--- config.mk ---
export PLATFORM = sky130hd
export DESIGN_NAME = gr_heep_ext_irq_ctrl
export DESIGN_NICKNAME = d
export VERILOG_FILES = /design/src/rtl/gr_heep_ext_irq_ctrl.sv
export SDC_FILE = /design/constraint.sdc
export NUM_CORES = 1
export LEC_CHECK = 0
export BUFFER_PORTS_ARGS = -buffer_cell sky130_fd_sc_hd__buf_2
export CAP_MARGIN = 15
export CORE_MARGIN = 8
export CORE_UTILIZATION = 49
export DETAILED_ROUTE_END_ITERATION = 10
export GPL_TIMING_DRIVEN = 0
export PLACE_DENSITY = 0.87
export SYNTH_ARGS = -nofsm -noshare
export SYNTH_HDL_FRONTEND = slang
export SYNTH_SLANG_ARGS = --single-unit
--- constraint.sdc ---
create_clock -name clk_i -period 2.1 [get_ports clk_i]
set_input_delay 0 -clock clk_i [delete_from_list [all_inputs] [get_ports clk_i]]
set_output_delay 0 -clock clk_i [all_outputs]
set_load 0.005 [all_outputs]
--- src/rtl/gr_heep_ext_irq_ctrl.sv ---
// rtl/gr_heep_ext_irq_ctrl.sv - parametrised external interrupt controller with sync, mode, enable, pending and claim
module gr_heep_ext_irq_ctrl #(
    parameter int NumIrq     = 4,
    parameter int SyncStages = 2
) (
    input  logic              clk_i,
    input  logic              rst_ni,
    input  logic [NumIrq-1:0] irq_src_i,
    input  logic              req_i,
    input  logic              we_i,
    input  logic [3:0]        addr_i,
    input  logic [31:0]       wdata_i,
    output logic              gnt_o,
    output logic              rvalid_o,
    output logic [31:0]       rdata_o,
    output logic              irq_o,
    output logic [4:0]        irq_id_o
);

    // Registers are kept 32 bits wide; bits at NumIrq and above are held at 0 by this mask.
    localparam logic [31:0] IrqMask = 32'((64'd1 << NumIrq) - 64'd1);

    localparam logic [3:0] AddrEnable  = 4'h0;
    localparam logic [3:0] AddrMode    = 4'h4;
    localparam logic [3:0] AddrPending = 4'h8;
    localparam logic [3:0] AddrClaim   = 4'hC;

    logic [NumIrq-1:0] sync_q [SyncStages];
    logic [NumIrq-1:0] sync_d [SyncStages];
    logic [31:0]       s_prev_q, s_prev_d;
    logic [31:0]       enable_q, enable_d;
    logic [31:0]       mode_q, mode_d;
    logic [31:0]       pend_q, pend_d;
    logic              rvalid_q, rvalid_d;
    logic [31:0]       rdata_q, rdata_d;
    logic              irq_q, irq_d;
    logic [4:0]        irq_id_q, irq_id_d;

    logic [31:0] s;
    logic [31:0] active;
    logic [31:0] w1c;
    logic [31:0] claim_clr;
    logic [31:0] edge_pend;
    logic [31:0] claim_word;
    logic [4:0]  claim_id;
    logic        claim_valid;
    logic        wr_en;
    logic        rd_en;

    assign gnt_o    = req_i;
    assign rvalid_o = rvalid_q;
    assign rdata_o  = rdata_q;
    assign irq_o    = irq_q;
    assign irq_id_o = irq_id_q;

    always_comb begin
        sync_d[0] = irq_src_i;
        for (int k = 1; k < SyncStages; k++) begin
            sync_d[k] = sync_q[k-1];
        end
        s        = 32'(sync_q[SyncStages-1]);
        s_prev_d = s;

        active   = pend_q & enable_q;
        claim_id = 5'd0;
        // Scanning downwards leaves the lowest set index as the final assignment.
        for (int i = 31; i >= 0; i--) begin
            if (active[i]) begin
                claim_id = 5'(i);
            end
        end
        claim_valid = |active;
        claim_word  = {claim_valid, 26'd0, claim_id};

        wr_en    = req_i & we_i;
        rd_en    = req_i & ~we_i;
        enable_d = enable_q;
        mode_d   = mode_q;
        w1c      = 32'd0;
        if (wr_en) begin
            case (addr_i)
                AddrEnable:  enable_d = wdata_i & IrqMask;
                AddrMode:    mode_d   = wdata_i & IrqMask;
                AddrPending: w1c      = wdata_i & IrqMask;
                default:     ;
            endcase
        end

        claim_clr = 32'd0;
        if (rd_en && addr_i == AddrClaim && claim_valid) begin
            claim_clr = 32'd1 << claim_id;
        end

        // A new rising edge outranks any clear arriving in the same cycle.
        edge_pend = (pend_q & ~(w1c | claim_clr)) | (s & ~s_prev_q);
        pend_d    = ((mode_q & edge_pend) | (~mode_q & s)) & ~(mode_q ^ mode_d) & IrqMask;

        rvalid_d = req_i;
        rdata_d  = 32'd0;
        if (rd_en) begin
            case (addr_i)
                AddrEnable:  rdata_d = enable_q;
                AddrMode:    rdata_d = mode_q;
                AddrPending: rdata_d = pend_q;
                AddrClaim:   rdata_d = claim_word;
                default:     rdata_d = 32'd0;
            endcase
        end

        irq_d    = claim_valid;
        irq_id_d = claim_id;
    end

    always_ff @(posedge clk_i or negedge rst_ni) begin
        if (!rst_ni) begin
            for (int k = 0; k < SyncStages; k++) begin
                sync_q[k] <= '0;
            end
            s_prev_q <= 32'd0;
            enable_q <= 32'd0;
            mode_q   <= 32'd0;
            pend_q   <= 32'd0;
            rvalid_q <= 1'b0;
            rdata_q  <= 32'd0;
            irq_q    <= 1'b0;
            irq_id_q <= 5'd0;
        end else begin
            for (int k = 0; k < SyncStages; k++) begin
                sync_q[k] <= sync_d[k];
            end
            s_prev_q <= s_prev_d;
            enable_q <= enable_d;
            mode_q   <= mode_d;
            pend_q   <= pend_d;
            rvalid_q <= rvalid_d;
            rdata_q  <= rdata_d;
            irq_q    <= irq_d;
            irq_id_q <= irq_id_d;
        end
    end

endmodule

# Word-level counts from Yosys, hierarchy flattened

Index checks and enable logic that the tools add are counted.

Bits in registers: 91
Output and inout bits: 40
Logic and storage cells: 75

Reduce and logical (&&, ||, !) cells: 5
Muxes and demuxes: 39
Bitwise logic cells: 17
Eq/ne operators: 3
Shifts and indexed selects: 1

Operator list:

| kind                                                              | count |
|---|---|
| 5-bit two-way mux                                                 | 32 |
| 32-bit case mux with 4 select lines                               | 1 |
| 32-bit two-way mux                                                | 3 |
| 32-bit OR reduction                                               | 1 |
| 4-bit AND                                                         | 6 |
| 4-bit NOT                                                         | 4 |
| 4-bit two-way mux                                                 | 3 |
| 4-bit OR                                                          | 3 |
| 4-bit == test, second input constant                              | 2 |
| 1-bit by 5-bit << shifter with 4-bit output, first input constant | 1 |
| 4-bit by 3-bit == test with 1-bit output, second input constant   | 1 |
| 4-bit logical NOT                                                 | 1 |
| 4-bit bitwise XOR                                                 | 1 |
| 1-bit AND                                                         | 2 |
| 1-bit logical AND                                                 | 2 |
| 2-bit AND reduction                                               | 1 |
| 1-bit NOT                                                         | 1 |

# Depth between registers and ports, before layout

Depth after elaboration: 41
Depth in mapped cells: 5
Gate-level depth less buffers: 4

# Least setup slack after synthesis

No wires, ideal clock.

Path type: register -> register
Start: reg enable_q[1]
End: reg rdata_q[1], in the netlist rdata_o[1]
Arrival: 1220 ps
Setup time: 119 ps
Clock period less this slack: 1339 ps
Required time: 1981 ps
Stages on the path, launching flop included: 5
Slack: 761 ps
Path through: dfrtp_1 a22oi_2 a21boi_4 mux4_1 and2_1

Word-level cells in the longest chain between the ends: 5

RTL lines:

| what                                | RTL line | RTL |
|---|---|---|
| start, declared                     | 31       | `logic [31:0] enable_q, enable_d;` |
| start signal, assigned              | 132      | `enable_q <= enable_d;` |
| 4-bit AND                           | 64       | `active = pend_q & enable_q;` |
| 5-bit two-way mux (2 in series)     | 68       | `if (active[i]) begin` |
| named net claim_id[1]               | 45       | `logic [4:0] claim_id;` |
| 32-bit case mux with 4 select lines | 101      | `case (addr_i)` |
| 32-bit two-way mux                  | 100      | `if (rd_en) begin` |
| named net rdata_d[1]                | 35       | `logic [31:0] rdata_q, rdata_d;` |
| end signal, assigned                | 136      | `rdata_q <= rdata_d;` |
| end, declared                       | 35       |  |

The timed path passes the listed nets, and every way through them passes these cells.
A chain may end at the register's enable or synchronous reset.

# Worst setup path in the final report

Start: in we_i
End: reg rdata_q[2], in the netlist rdata_o[2]

Word-level cells in the longest chain between the ends: 3

RTL lines:

| what                 | RTL line | RTL |
|---|---|---|
| start, declared      | 10       | `input logic we_i,` |
| 1-bit NOT            | 76       | `rd_en = req_i & ~we_i;` |
| 1-bit AND            | 76       |  |
| 32-bit two-way mux   | 100      |  |
| named net rdata_d[2] | 35       |  |

The timed path passes the listed nets, and every way through them passes these cells.

==> metrics.md <==
| Metric | Value |
|---|---|
| Status | finished clean |
| GR Overflow Total | 0 |
| Synth Area per Inst | 11.0 sq um |
| DIE WIDTH | 74.3 um |
| Reg2Reg Setup Slack | 0.65 ns |
| Diodes inserted | 0 |
| Worst setup EP type | flop |
| Final Max Tran Viols | 0 |
| Vias in the first global route | 1213 |
| Antenna violations before repair | 0 |
| Crit path launch type | input port |
| FF-to-FF Start | pend_q[1] |
| Crit path max fanout | 3 |
| Worst slew pin tran | 0.686 ns |
| Seq cells post-synth | 33 |
| Routed WL | 3270 um |
| # fillers | 290 |
| Clk_lat worst skew | 0.33 ns |
| CTS tree | done |
| Worst-path clk slew | 0.09 ns |
| Clock group share of total power | 24.8% |
| Die footprint | 5520 sq um |
| Number of CTS-inserted buffers | 5 |
| Dpl hpwl | 2450 um |
| Switching power share of the total | 27.8% |
| TritonRoute pass-1 iters | 5 |
| Hold_ws | 0.101 ns |
| Gpl congestion | 0.830 |
| Synth-to-layout area growth | 28.9% |
| Crit path DAT | 2.09 ns |
| Initial Utilization | 50.3% |
| Worst R2R End | pend_q[3] |
| Synth cell types | 38 |
| P_leak | 1.12 nW |
| # nets final | 269 |
| PortBufs | 24 |
| Tmin final | 1.82 ns |
| Placement Rows | 21 |
| Sequential Power Share | 54.4% |
| Via Count | 1238 |
| Total power | 0.00144 W |
| Worst IR drop on VDD | 537 uV |
| Drt drc | 0 |
| Synth Instances | 151 |
| Setup CP Type | input port to flop |
| Hold crit path type | input port to flop |
| # IOs | 84 |
| Share of cells above drive strength 1 | 33.8% |
| Relative slew slack | 54.2% |
| Max clock buf depth | 2 |
| CTS H-Tree Depth | 2 |
| NetSw | 0.000399 W |
| Final hold violation count | 0 |
| Iter 0 DRT Violations | 76 |
| Int Power | 0.00104 W |
| Achievable Freq | 549 MHz |
| Via density | 4.57 |
| Synth warnings | 0 |
| Worst Skew | 0.00639 ns |
| Final period util | 86.7% |
| Largest net degree at the start of global routing | 34 |
| Comb pwr share | 20.8% |
| Worst hold start | addr_i[3] |
| R2R depth | 4 |
| RSZ-0062 raised after global routing | no |
| Die Ht | 74.3 um |
| Core Area | 3310 sq um |
| Pwr Density | 669 nW/um^2 |
| # clock sinks | 33 |
| Cell Area, Synth | 1660 sq um |
| Sequential area share after synthesis | 49.6% |
| Total track usage | 12.5% |
| CTS root buf | clkbuf_4 |
| Final antenna-violating net count | 0 |
| Fin Setup TNS | 0 ns |
| WL/cell | 12.0 um |
| Hold depth | 4 |
| Postcts setup bufs | 0 |
| First-pass GRT wire length | 5340 um |
| Required @ worst endpoint | 2.37 ns |
| Final setup violation count | 0 |
| MaxCap Viol Count | 0 |
| Cts repair resizes | 0 |
| WHS Endpoint | rdata_o[3] |
## per-layer routing
metal / routed length [um] / share of wire (%) / track usage (%)
met5: 0 / 0 / 0
met4: 28 / 0.86 / 3.91
met3: 289 / 8.9 / 5.39
met2: 1560 / 48 / 20.3
met1: 1380 / 42 / 14.5
## metrics by stage
step	util (%)	setup slack (ns)	area, sq um	std cells
floorplan	-	0.761	1770	180
global placement	58.9	0.686	1950	250
detailed placement	58.9	0.673	1950	250
CTS	64.8	0.322	2150	271
global route	64.8	0.221	2150	271
finish	64.8	0.279	2150	271
## final cells by class
type                    count  area [sq um]  area share (%)
flip-flops and latches     33           826            38.5
plain buffers              34           250            11.7
inverters                   7          26.3            1.22
multi-input cells         106           671            31.3
well taps                  46          57.6            2.68
repair buffers             38           260            12.1
clock buffers               7          55.1            2.57
## power by group through the flow
stage	Combinational [W]	Clock [W]	Sequential, W
after global placement	0.000272	0	0.000789
after floorplan	0.000201	0	0.000779
after CTS	0.000298	0.000368	0.000780
final	0.000299	0.000356	0.000782
after detailed placement	0.000278	0	0.000793
after global routing	0.000337	0.000398	0.000796
## how the worst max path moves through the flow
stage	start	endpoint	slack, ns
after CTS	we_i	rdata_o[3]	0.32
after global routing	we_i	rdata_o[2]	0.22
after floorplan	enable_q[1]	rdata_o[1]	0.76
after global placement	enable_q[1]	rdata_o[1]	0.69
after detailed placement	enable_q[1]	rdata_o[1]	0.67
final	we_i	rdata_o[2]	0.28
## sequential cells by signal, indices dropped and copies added (netlist names)
name,cells
irq_id_o,2
sync_d,4
enable_q,4
pend_q,4
rdata_o,5
rvalid_o,1
s_prev_q,4
mode_q,4
irq_o,1
s,4
## layout by cell type, fill, tap and decap left out, drive strengths merged
master       count
clkbuf           7
and4bb           1
mux4             1
inv              7
dfrtp           33
nand4b           1
a21oi            2
mux2             5
buf             58
nand3            3
nand2           13
a32o             1
conb            30
a211oi           3
dlygate4sd3     14
a222oi           1
o2111ai          2
a21boi           1
mux2i            2
a22oi            3
o211ai           1
o311ai           1
nor3             2
nor3b            2
and2             3
a41oi            1
and3             1
o21ai            6
o221ai           1
nor4b            1
nor2             7
nand3b           1
or4b             1
nand4            1
a31oi            3
a21o             1
nor2b            4
## timing repair
action,CTS,global route
endpoints found under the setup margin,0,0
hold buffers,14,0
hold endpoints to repair,49,0
## logic make-up (layout without fill, tap and decap cells)
logic type / Yosys count / count (layout) / synth area share [%]
AOI/OAI and AO/OA: 27 / 27 / 12.4
DFF: 33 / 33 / 49.6
and+or+nand+nor: 41 / 41 / 15.0
muxes: 8 / 8 / 6.17
buffers and inverters: 41 / 86 / 16.6
other: 1 / 30 / 0.225
## cell usage after synthesis
| library cell | count | area (sq um) |
|---|---|---|
| dfrtp_1 | 33 | 826 |
| buf_4 | 32 | 240 |
| nand2_1 | 13 | 48.8 |
| inv_1 | 7 | 26.3 |
| nor2_1 | 7 | 26.3 |
| o21ai_0 | 6 | 30.0 |
| mux2_2 | 5 | 56.3 |
| nor2b_1 | 4 | 25.0 |
| a211oi_1 | 3 | 22.5 |
| a31oi_1 | 3 | 18.8 |
| and2_1 | 3 | 18.8 |
| nand3_1 | 3 | 15.0 |
| a21oi_1 | 2 | 10.0 |
| a22oi_1 | 2 | 15.0 |
| buf_2 | 2 | 10.0 |
| mux2i_1 | 2 | 20.0 |
| nor3_1 | 2 | 10.0 |
| o2111ai_1 | 2 | 17.5 |
| a21boi_4 | 1 | 18.8 |
| a21o_1 | 1 | 7.51 |
| a222oi_1 | 1 | 10.0 |
| a22oi_2 | 1 | 12.5 |
| a32o_1 | 1 | 10.0 |
| a41oi_1 | 1 | 8.76 |
| and3_1 | 1 | 6.26 |
| and4bb_2 | 1 | 12.5 |
| conb_1 | 1 | 3.75 |
| mux4_1 | 1 | 26.3 |
| nand3b_4 | 1 | 20.0 |
| nand4_1 | 1 | 6.26 |
| nand4b_1 | 1 | 8.76 |
| nor3b_1 | 1 | 7.51 |
| nor3b_4 | 1 | 18.8 |
| nor4b_2 | 1 | 15.0 |
| o211ai_1 | 1 | 7.51 |
| o221ai_1 | 1 | 8.76 |
| o311ai_1 | 1 | 8.76 |
| or4b_2 | 1 | 10.0 |
## worst max-delay path, stage by stage
cell,delay (ns)
dlygate4sd3_1,0.53
buf_2,0.14
or4b_2,0.70
dlygate4sd3_1,0.62
nor2_1,0.11
(Power assumes the default switching activity.)
